**src/rtl/arith_pkg.sv**
```systemverilog
// arith_pkg: shared FSM states, nibble width and operand-width check for the serial arithmetic blocks
package arith_pkg;
  typedef enum logic [1:0] {IDLE, RUN, DONE} state_e;
  localparam int NIB_W = 4;
  function automatic bit width_ok(input int w);
    return (w % NIB_W == 0) && (w >= 2 * NIB_W);
  endfunction
endpackage

```
**src/rtl/nibble_serial_subtractor_cla.sv**
```systemverilog
// CLA: 4-bit carry look-ahead adder slice
module CLA (
  input  logic [3:0] A,
  input  logic [3:0] B,
  input  logic       Cin,
  output logic [3:0] Sum,
  output logic       Cout
);
  logic [3:0] g, p;
  logic [4:0] c;
  // generate/propagate terms expanded so every carry is two levels deep
  always_comb begin
    g = A & B;
    p = A ^ B;
    c[0] = Cin;
    c[1] = g[0] | (p[0] & Cin);
    c[2] = g[1] | (p[1] & g[0]) | (p[1] & p[0] & Cin);
    c[3] = g[2] | (p[2] & g[1]) | (p[2] & p[1] & g[0]) | (p[2] & p[1] & p[0] & Cin);
    c[4] = g[3] | (p[3] & g[2]) | (p[3] & p[2] & g[1]) | (p[3] & p[2] & p[1] & g[0])
         | (p[3] & p[2] & p[1] & p[0] & Cin);
    Sum  = p ^ c[3:0];
    Cout = c[4];
  end
endmodule

```
**src/rtl/nibble_serial_subtractor.sv**
```systemverilog
// nibble_serial_subtractor: WIDTH-bit a - b computed one nibble per clock through a single CLA slice
module nibble_serial_subtractor
  import arith_pkg::*;
#(
  parameter int WIDTH = 16
) (
  input  logic             clk,
  input  logic             rst_n,
  input  logic             start,
  input  logic [WIDTH-1:0] a,
  input  logic [WIDTH-1:0] b,
  output logic             ready,
  output logic             busy,
  output logic             done,
  output logic [WIDTH-1:0] diff,
  output logic             borrow,
  output logic             ovf
);
  localparam int NNIB = WIDTH / NIB_W;
  localparam int IW = $clog2(NNIB);
  if (!width_ok(WIDTH)) begin : g_bad_width
    $error("WIDTH must be a multiple of 4 and at least 8");
  end
  state_e state_q, state_d;
  logic [IW-1:0] idx_q, idx_d;
  logic carry_q, carry_d;
  logic [WIDTH-1:0] a_q, a_d, b_q, b_d, diff_q, diff_d;
  logic borrow_q, borrow_d, ovf_q, ovf_d;
  logic [NIB_W-1:0] sum;
  logic cout, last;
  assign last = idx_q == IW'(NNIB - 1);
  CLA u_cla (
    .A(a_q[idx_q*NIB_W +: NIB_W]),
    .B(b_q[idx_q*NIB_W +: NIB_W]),
    .Cin(carry_q),
    .Sum(sum),
    .Cout(cout)
  );
  // b is stored inverted so the slice computes a + ~b + 1; flags are taken on the last nibble
  always_comb begin
    state_d = state_q;
    idx_d = idx_q;
    carry_d = carry_q;
    a_d = a_q;
    b_d = b_q;
    diff_d = diff_q;
    borrow_d = borrow_q;
    ovf_d = ovf_q;
    case (state_q)
      IDLE: if (start) begin
        state_d = RUN;
        a_d = a;
        b_d = ~b;
        carry_d = 1'b1;
        idx_d = '0;
        diff_d = '0;
      end
      RUN: begin
        diff_d[idx_q*NIB_W +: NIB_W] = sum;
        carry_d = cout;
        if (last) begin
          state_d = DONE;
          borrow_d = ~cout;
          ovf_d = (a_q[WIDTH-1] == b_q[WIDTH-1]) && (sum[NIB_W-1] != a_q[WIDTH-1]);
        end else idx_d = idx_q + 1'b1;
      end
      default: state_d = IDLE;
    endcase
  end
  // state and datapath registers, cleared immediately on reset
  always_ff @(posedge clk or negedge rst_n) begin
    if (!rst_n) begin
      state_q <= IDLE;
      idx_q <= '0;
      carry_q <= 1'b1;
      a_q <= '0;
      b_q <= '0;
      diff_q <= '0;
      borrow_q <= 1'b0;
      ovf_q <= 1'b0;
    end else begin
      state_q <= state_d;
      idx_q <= idx_d;
      carry_q <= carry_d;
      a_q <= a_d;
      b_q <= b_d;
      diff_q <= diff_d;
      borrow_q <= borrow_d;
      ovf_q <= ovf_d;
    end
  end
  assign ready = state_q == IDLE;
  assign busy = state_q != IDLE;
  assign done = state_q == DONE;
  assign diff = diff_q;
  assign borrow = borrow_q;
  assign ovf = ovf_q;
endmodule

```
**config.mk**
```make
export PLATFORM = sky130hd
export DESIGN_NAME = nibble_serial_subtractor
export DESIGN_NICKNAME = d
export VERILOG_FILES = /design/src/rtl/arith_pkg.sv /design/src/rtl/nibble_serial_subtractor_cla.sv /design/src/rtl/nibble_serial_subtractor.sv
export SDC_FILE = /design/constraint.sdc
export NUM_CORES = 1
export LEC_CHECK = 0
export BUFFER_PORTS_ARGS = -buffer_cell sky130_fd_sc_hd__buf_2
export CORE_UTILIZATION = 50
export CTS_CLUSTER_SIZE = 28
export DETAILED_ROUTE_END_ITERATION = 8
export GPL_TIMING_DRIVEN = 1
export PLACE_DENSITY = 0.74
export SLEW_MARGIN = 30
export SYNTH_ARGS = -nofsm -noshare
export SYNTH_HDL_FRONTEND = slang
export SYNTH_SLANG_ARGS = --single-unit
```
**constraint.sdc**
```tcl
create_clock -name clk -period 3.1 [get_ports clk]
set_input_delay 0 -clock clk [delete_from_list [all_inputs] [get_ports clk]]
set_output_delay 0 -clock clk [all_outputs]
set_load 0.01 [all_outputs]
```
==> out/qor.yml, run 1 <==
status: "finished, final reports clean"
avgSynthCellArea_sq_um: 13.3
post_cts_buffers: 0
startpoint: "idx_q[0]"
max_slew_margin: 0.502
intPower_mw: 2.35
cts.clk_slew.worst_paths_ps: 100
synth_edf_count: 0
viasPerCell: 5.16
setup_ws_ps: 397
cts_tree: "yes"
wl_per_cell_um: 15.1
yosys_warnings: 0
fin_crit_sh: 0.872
finalCriticalPeriod_ps: 2700
synth.top_cell.area_share: 0.496
postLayoutCoreUtil: 0.670
yosysMostFrequentCell: "dfrtp_1"
synth_nets: 251
portBuffers: 55
syn-instance-count: 205
crit-reg2reg-launch: "idx_q[0]"
ys_types: 38
power_density_mw_per_mm2: 1140
grt_pass1_wl_um: 9040
crit_end: "diff[3]"
antenna_found_initial: 0
start_util: 0.527
dpl.cell_count: 324
sw_frac_of_total: 0.405
n_fill_cell: 374
yosys_register_bits: 55
total_power_mw: 3.94
worstPathCellList: "mux4_2 > ha_1 > a21oi_1 > nor2_1 > nor3_1 > a22o_1"
vias: 1885
drt_iter0_markers: 105
dieWidth_um: 75.8
design_area_sq_mm: 0.00346
crit_slowest_cell: "dfrtp_1"
max-vdd-ir-drop_mv: 0.576
worst-r2r-setup-slack_ps: 400
dp_hpwl_um: 3840
rows: 26
hold_ws_ps: 42.4
synth_area_sq_mm: 0.00272
drive_above_1_share: 0.369
die-area_sq_mm: 0.00575
critPathCaptureType: "flop"
synthArstFlopShare: 1.00
place_ws_ps: 402
top_layer: "met4"
pwr-share-clk: 0.125
ys_top_cells_by_area: "dfrtp_1, mux2_4, mux4_2"
fin_skew_ps: 10.8
setup_violations: 0
synth_ff_type: "dfrtp_1"
finalHoldViolCount: 0
clk_latency_ps: 310
p_switching_mw: 1.60
h-tree-depth: 2
drt-met1-wl_um: 2540
place_congestion: 0.818
cp-start-kind: "flop"
fp.dieH_um: 75.8
crit_arrival_ps: 2950
critPathMaxFanout: 9
core-area_sq_mm: 0.00517
power_frac_seq: 0.337
grt-ovfl-total: 0
fin_setup_tns_ps: 0
p_leak_nw: 1.64
reg2reg_depth: 6
placed_area_sq_mm: 0.00302
cts_made_buffers: 5
nNetsFinal: 340
grt_pass1_vias: 1872
antenna_left: 0
ys_top_cells_by_count: "dfrtp_1, nor2_1, a22o_1"
cts.repair.resized: 0
worst-setup-path-type: "flop to flop"
power_frac_comb: 0.538
tightest_slew_ps: 747
max_cap_viol_count: 0
grt_max_degree: 33
instances_no_fill: 365
yosysSeqAreaShare: 0.506
syn_to_final_growth_pct: 27.1
cts_buffer_depth: 2
clk_root_buffer_cell: "clkbuf_8"
clock_sink_count: 55
ios: 56
slew_violations: 0
crit_required_ps: 3350
fmax_ghz: 0.370
max_stage_delay_ps: 660
grt_usage: 0.217
r2r-end: "diff[3]"
met3WireLength_um: 212
wl_met2_um: 2690
rsz0062_at_grt: "false"
yosys.area.top_type: "dfrtp_1"
drc_errors: 0
antennaDiodeCount: 0
hold_class: "primary input to flop"
dr.pass1.iters: 4
ctsHoldBuffers: 33
wirelength_um: 5520
## logic make-up (layout without fill, tap and decap cells)
kind of cell / after synthesis / count (layout) / share of synthesized area
and+or+nand+nor: 44 / 44 / 0.0818
adders and majority gates: 11 / 11 / 0.0533
DFF: 55 / 55 / 0.506
muxes: 26 / 26 / 0.163
xor gates and xnor gates: 2 / 2 / 0.00643
AOI/OAI and AO/OA: 52 / 52 / 0.146
buffers and inverters: 15 / 105 / 0.0446
## how the worst min path moves through the flow
stage | startpoint | endpoint | slack (ps) | cells past startpoint
6_report | start | state_q[0] | 40 | 3
5_1_grt | start | state_q[0] | 70 | 3
4_1_cts | start | state_q[0] | 30 | 3
3_5_place_dp | rst_n | diff[13] | 30 | 1
3_3_place_gp | rst_n | diff[12] | 20 | 1
2_1_floorplan | rst_n | a_q[0] | -300 | 0
## layout make-up
cell class | instances | area, sq um | area share
Clock buffer | 6 | 82.6 | 0.0238
Clock inverter | 2 | 35.0 | 0.0101
Inverter | 5 | 18.8 | 0.00542
Multi-Input combinational cell | 135 | 1230 | 0.354
Sequential cell | 55 | 1380 | 0.398
Tap cell | 70 | 87.6 | 0.0253
Timing Repair Buffer | 92 | 636 | 0.184
## worst max-delay path, delay by kind of cell (launching register included)
kind                       cells  cell delay (ps)
DFF                            1              660
and+or+nand+nor                2              590
muxes                          1              630
adders and majority gates      1              360
AOI/OAI and AO/OA              2              410
## layer usage
| layer | vias up | track usage |
|---|---|---|
| met3 | 8 | 0.0423 |
| met2 | 48 | 0.351 |
| met1 | 910 | 0.296 |
| met4 | 0 | 0.0700 |
| li1 | 919 | - |
| met5 | - | 0 |
## registers in the layout, indices dropped and copies added (netlist names)
register	count
a_q	16
b_q	16
diff	16
idx_q	2
state_q	2
borrow	1
carry_q	1
ovf	1
## power groups by stage
stage               Clock [mW]  Sequential, mW  Combinational (mW)
finish                   0.493            1.33                2.12
global placement             0            1.34                2.01
floorplan                    0            1.24                1.66
detailed placement           0            1.34                2.08
CTS                      0.499            1.33                2.11
global route             0.527            1.37                2.36
## placed cells by master (no fill, tap or decap), types with 4 or more instances in the layout
master | netlist | final
mux4_2 | 8 | 8
dlygate4sd3_1 | 0 | 33
nor3_1 | 5 | 5
clkbuf_8 | 0 | 6
nor2_1 | 20 | 20
a21o_1 | 5 | 5
ha_1 | 10 | 10
mux2_4 | 16 | 16
inv_1 | 4 | 4
a21oi_2 | 10 | 10
buf_4 | 3 | 4
a21oi_1 | 10 | 10
nand2_1 | 6 | 6
buf_2 | 2 | 55
dfrtp_1 | 54 | 54
a22o_1 | 19 | 19
Note: power is estimated with default switching activity, not from simulation.
==> run 2, diff against run 1 <==
RECOVER_POWER = 100   (was unset)
==> out/qor.yml, run 2 (synthesized netlist as in run 1, its figures left out) <==
status: "finished, final reports clean"
grt_max_degree: 33  # unchanged
nNetsFinal: 340  # unchanged
final_cell_mix: "dfrtp_1, buf_2, dlygate4sd3_1"
critPathCaptureType: "flop"
antennaDiodeCount: 0  # unchanged
regArea_sq_mm: 0.00138  # unchanged
wirelength_um: 5530  # about the same
place_ws_ps: 402  # unchanged
placed_area_sq_mm: 0.00302  # unchanged
rows: 26  # unchanged
syn_to_final_growth_pct: 22.9
critPathMaxFanout: 9  # unchanged
cp-start-kind: "flop"
cts.clk_slew.worst_paths_ps: 100  # about the same
dp_hpwl_um: 3840  # unchanged
portBuffers: 55  # unchanged
setup_ws_ps: 407  # +10.3 ps
fin_skew_ps: 9.82  # -0.946 ps
power_density_mw_per_mm2: 1130  # -0.90%
max_stage_delay_ps: 660  # about the same
post_cts_buffers: 0  # unchanged
ios: 56  # unchanged
final_common_cell: "dfrtp_1"
worstPathCellList: "mux4_2 > ha_1 > a21oi_1 > nor2_1 > nor3_1 > a22o_1"
crit_slowest_cell: "dfrtp_1"
grt_pass1_wl_um: 9040  # unchanged
setup_violations: 0  # unchanged
cts.repair.resized: 0  # unchanged
wl_per_cell_um: 15.1  # about the same
dr.pass1.iters: 4  # unchanged
max_slew_margin: 0.105  # -0.397
antenna_found_initial: 0  # unchanged
hold_class: "primary input to flop"
cts_made_buffers: 5  # unchanged
n_fill_cell: 416  # +11%
drt_iter0_markers: 86  # -18%
cts_tree: "yes"
finalCriticalPeriod_ps: 2690  # -10.3 ps
clk_latency_ps: 320  # about the same
max-vdd-ir-drop_mv: 0.554  # -3.8%
tightest_slew_ps: 1340  # +595 ps
viasPerCell: 5.25  # +1.8%
crit_arrival_ps: 2950  # about the same
p_leak_nw: 1.49  # -9.0%
multi_input_area_sq_mm: 0.00115  # -6.2%
vias: 1918  # +1.8%
die-area_sq_mm: 0.00575  # unchanged
slew_violations: 0  # unchanged
start_util: 0.527  # unchanged
drc_errors: 0  # unchanged
cts_buffer_depth: 2  # unchanged
dieWidth_um: 75.8  # unchanged
finalHoldViolCount: 0  # unchanged
clock_sink_count: 55  # unchanged
fin_setup_tns_ps: 0  # unchanged
fp.dieH_um: 75.8  # unchanged
worst-setup-path-type: "flop to flop"
h-tree-depth: 2  # unchanged
fin_crit_sh: 0.869  # -0.00333
place_congestion: 0.818  # unchanged
rsz0062_at_grt: "false"
clk_root_buffer_cell: "clkbuf_8"
crit_required_ps: 3350  # about the same
grt_pass1_vias: 1872  # unchanged
fmax_ghz: 0.371  # +0.38%
drive_above_1_share: 0.220  # -0.149
antenna_left: 0  # unchanged
grt-ovfl-total: 0  # unchanged
max_cap_viol_count: 0  # unchanged
core-area_sq_mm: 0.00517  # unchanged
design_area_sq_mm: 0.00335  # -3.3%
grt_usage: 0.217  # unchanged
[run 2: cell types whose count changed in the layout (fill, tap and decap cells not counted), sizes merged]
| cell | change |
|---|---|
| buf | -24 |
| clkbuf | +24 |
| inv | -1 |
| clkinv | +1 |
[run 2: worst paths after layout]
kind | endpoint | cells after the start | slack, ps | startpoint
setup / recovery | diff[3] | 6 | 410 | idx_q[0]
hold / removal | state_q[0] | 3 | 40 | start
setup reg to reg | diff[3] | 6 | 410 | idx_q[0]
hold reg to reg | a_q[3] | 1 | 500 | a_q[3]
max in group asynchronous | b_q[11] | 3 | 1190 | rst_n
min in group asynchronous | diff[13] | 2 | 500 | rst_n
[run 2: what timing repair did]
action / 4_1_cts / 5_1_grt
endpoints found under the hold margin: 54 / 0
hold buffers: 33 / 0
endpoints found under the setup margin: 0 / 0
[run 2: stage by stage]
| step | power, mW | std cells | hold slack (ps) | utilization |
|---|---|---|---|---|
| floorplan | 2.90 | 205 | -296 | - |
| global placement | 3.35 | 324 | 15.8 | 0.583 |
| detailed placement | 3.42 | 324 | 27.8 | 0.583 |
| CTS | 3.94 | 365 | 32.5 | 0.670 |
| global route | 4.09 | 365 | 72.7 | 0.647 |
| finish | 3.78 | 365 | 36.8 | 0.647 |
[run 2: power breakdown]
| group | total (mW) | internal (mW) | leakage [nW] | switching (mW) |
|---|---|---|---|---|
| sequential | 1.32 | 1.05 | 0.669 | 0.275 |
| combinational | 1.96 | 0.898 | 0.764 | 1.06 |
| clock | 0.497 | 0.262 | 0.0612 | 0.235 |
[run 2: critical path: cells and delay by family, from the launching register on]
| family | cells | cell delay (ps) |
|---|---|---|
| simple gates | 2 | 580 |
| fa+ha+maj | 1 | 350 |
| flops | 1 | 660 |
| mux | 1 | 630 |
| compound gates | 2 | 410 |
[run 2: per-layer routing]
layer / part of all wire / GRT usage / routed length, um
met5: 0 / 0 / 0
met4: 0.010 / 0.0700 / 57
met3: 0.045 / 0.0423 / 249
met2: 0.49 / 0.351 / 2710
met1: 0.45 / 0.296 / 2510
[run 2: cell type report]
class                   instances  share of cell area
clock buffers                   6              0.0247
multi-input cells             135               0.343
inverters                       5             0.00561
clock inverters                 2              0.0105
repair buffers                 92               0.178
flip-flops and latches         55               0.411
well taps                      70              0.0262
==> run 3, diff against run 2 <==
MAX_ROUTING_LAYER = met4   (was unset)
clock period = 2.7 ns   (was 3.1 ns; I/O delays follow)
==> out/qor.yml, run 3 (synthesized netlist as in run 1, its figures left out) <==
worst-setup-path-type: "flop to flop"
worstPathCellList: "mux4_2 > ha_1 > a21oi_1 > nor2_1 > o31a_1 > a211o_1"
clk_latency_ps: 310  # about the same
path_depth: 6  # unchanged
max-vdd-ir-drop_mv: 0.812  # +46%
cp_num_buf_inv: 0  # unchanged
core-area_sq_mm: 0.00517  # unchanged
hold_class: "primary input to flop"
portBuffers: 55  # unchanged
antennaDiodeCount: 0  # unchanged
n_fill_cell: 407  # -2.2%
fin_crit_sh: 0.942  # +0.0732
fmax_ghz: 0.393  # +5.9%
post_cts_buffers: 0  # unchanged
cts.clk_slew.worst_paths_ps: 90  # about the same
clock_sink_count: 55  # unchanged
crit-reg2reg-launch: "idx_q[0]"
fin_skew_ps: 9.31  # -0.502 ps
grt_pass1_vias: 2084  # +11%
reg2reg_depth: 6  # unchanged
max_stage_delay_ps: 630  # -30 ps
antenna_left: 0  # unchanged
slew_violations: 0  # unchanged
dr.pass1.iters: 4  # unchanged
die-area_sq_mm: 0.00575  # unchanged
h-tree-depth: 2  # unchanged
viasPerCell: 5.35  # +1.7%
critPathCaptureType: "flop"
hold_ws_ps: 72.9  # +36.1 ps
max_slew_margin: 0.0891  # -0.0162
wl_per_cell_um: 16.4  # +8.1%
finalHoldViolCount: 0  # unchanged
cts_buffer_depth: 2  # unchanged
max_cap_viol_count: 0  # unchanged
r2r-end: "ovf"
p_leak_nw: 1.51  # +1.1%
grt_pass1_wl_um: 9890  # +9.4%
worst-r2r-setup-slack_ps: 160  # -250 ps
syn_to_final_growth_pct: 24.1
startpoint: "idx_q[0]"
drt_iter0_markers: 97  # +13%
critPathMaxFanout: 8  # -1
place_congestion: 0.817  # -0.13%
cp_top_family: "compound AO/OA/AOI/OAI gates"
rows: 26  # unchanged
clk_root_buffer_cell: "clkbuf_8"
instances_no_fill: 371  # +1.6%
dpl.cell_count: 330  # +1.9%
grt_max_degree: 31  # -6.1%
tightest_slew_ps: 1370  # +24.3 ps
cts_made_buffers: 5  # unchanged
setup_violations: 0  # unchanged
fp.dieH_um: 75.8  # unchanged
postLayoutCoreUtil: 0.653  # +0.00605
fin_setup_tns_ps: 0  # unchanged
status: "finished, final reports clean"
dp_hpwl_um: 4060  # +5.7%
crit_required_ps: 2890  # -460 ps
grt_usage: 0.246  # +0.0292
power_density_mw_per_mm2: 1320  # +17%
nNetsFinal: 346  # +1.8%
rsz0062_at_grt: "false"
cts_tree: "yes"
drive_above_1_share: 0.239  # +0.0189
vias: 1983  # +3.4%
final_common_cell: "dfrtp_1"
antenna_found_initial: 0  # unchanged
start_util: 0.527  # unchanged
crit_arrival_ps: 2730  # -220 ps
dieWidth_um: 75.8  # unchanged
finalCriticalPeriod_ps: 2540  # -150 ps
final_cell_mix: "dfrtp_1, buf_2, dlygate4sd3_1"
drc_errors: 0  # unchanged
crit_slowest_cell: "mux4_2"
wirelength_um: 6070  # +9.9%
cp-start-kind: "flop"
crit_end: "ovf"
grt-ovfl-total: 0  # unchanged
ios: 56  # unchanged
-- run 3: routing by layer --
metal / GRT usage / vias to the layer above / share of wire
met2: 0.439 / 55 / 0.52
met5: - / - / 0
li1: - / 928 / -
met1: 0.280 / 988 / 0.42
met4: 0.0844 / 0 / 0.021
met3: 0.0397 / 12 / 0.034
-- run 3: through the flow --
stage	setup slack [ps]	total power, mW	cell area, sq um
floorplan	192	3.33	2720
global placement	179	3.98	3060
detailed placement	95.7	4.06	3060
CTS	32.5	4.60	3490
global route	14.3	4.81	3380
finish	157	4.45	3380
-- run 3: timing repair --
action                                 CTS  global route
gates resized for setup                  0             1
setup endpoints to repair                0             5
hold buffers                            33             0
endpoints found under the hold margin   56             0
-- run 3: power breakdown --
| group | switching [mW] | internal, mW | total (mW) |
|---|---|---|---|
| Combinational | 1.33 | 1.15 | 2.48 |
| Clock | 0.260 | 0.211 | 0.471 |
| Sequential | 0.298 | 1.20 | 1.50 |
-- run 3: worst min path at each step --
stage | cells after the start | end | slack, ps | start
4_1_cts | 3 | state_q[0] | 50 | start
2_1_floorplan | 0 | a_q[0] | -300 | rst_n
5_1_grt | 3 | state_q[0] | 100 | start
3_5_place_dp | 1 | diff[12] | 40 | rst_n
6_report | 3 | state_q[0] | 70 | start
3_3_place_gp | 1 | diff[12] | 40 | rst_n
-- run 3: area by class of cell --
cell class / count / area [sq um] / area share
clock buffers: 7 / 86.3 / 0.0255
clock inverters: 1 / 8.76 / 0.00259
inverters: 5 / 18.8 / 0.00555
multi-input cells: 135 / 1160 / 0.345
flip-flops and latches: 55 / 1380 / 0.408
well taps: 70 / 87.6 / 0.0259
repair buffers: 98 / 636 / 0.188
-- run 3: worst min-delay path: cells and delay by family --
family / cells / cell delay, ps
buffers and inverters: 1 / 100
AO/OA/AOI/OAI: 2 / 240
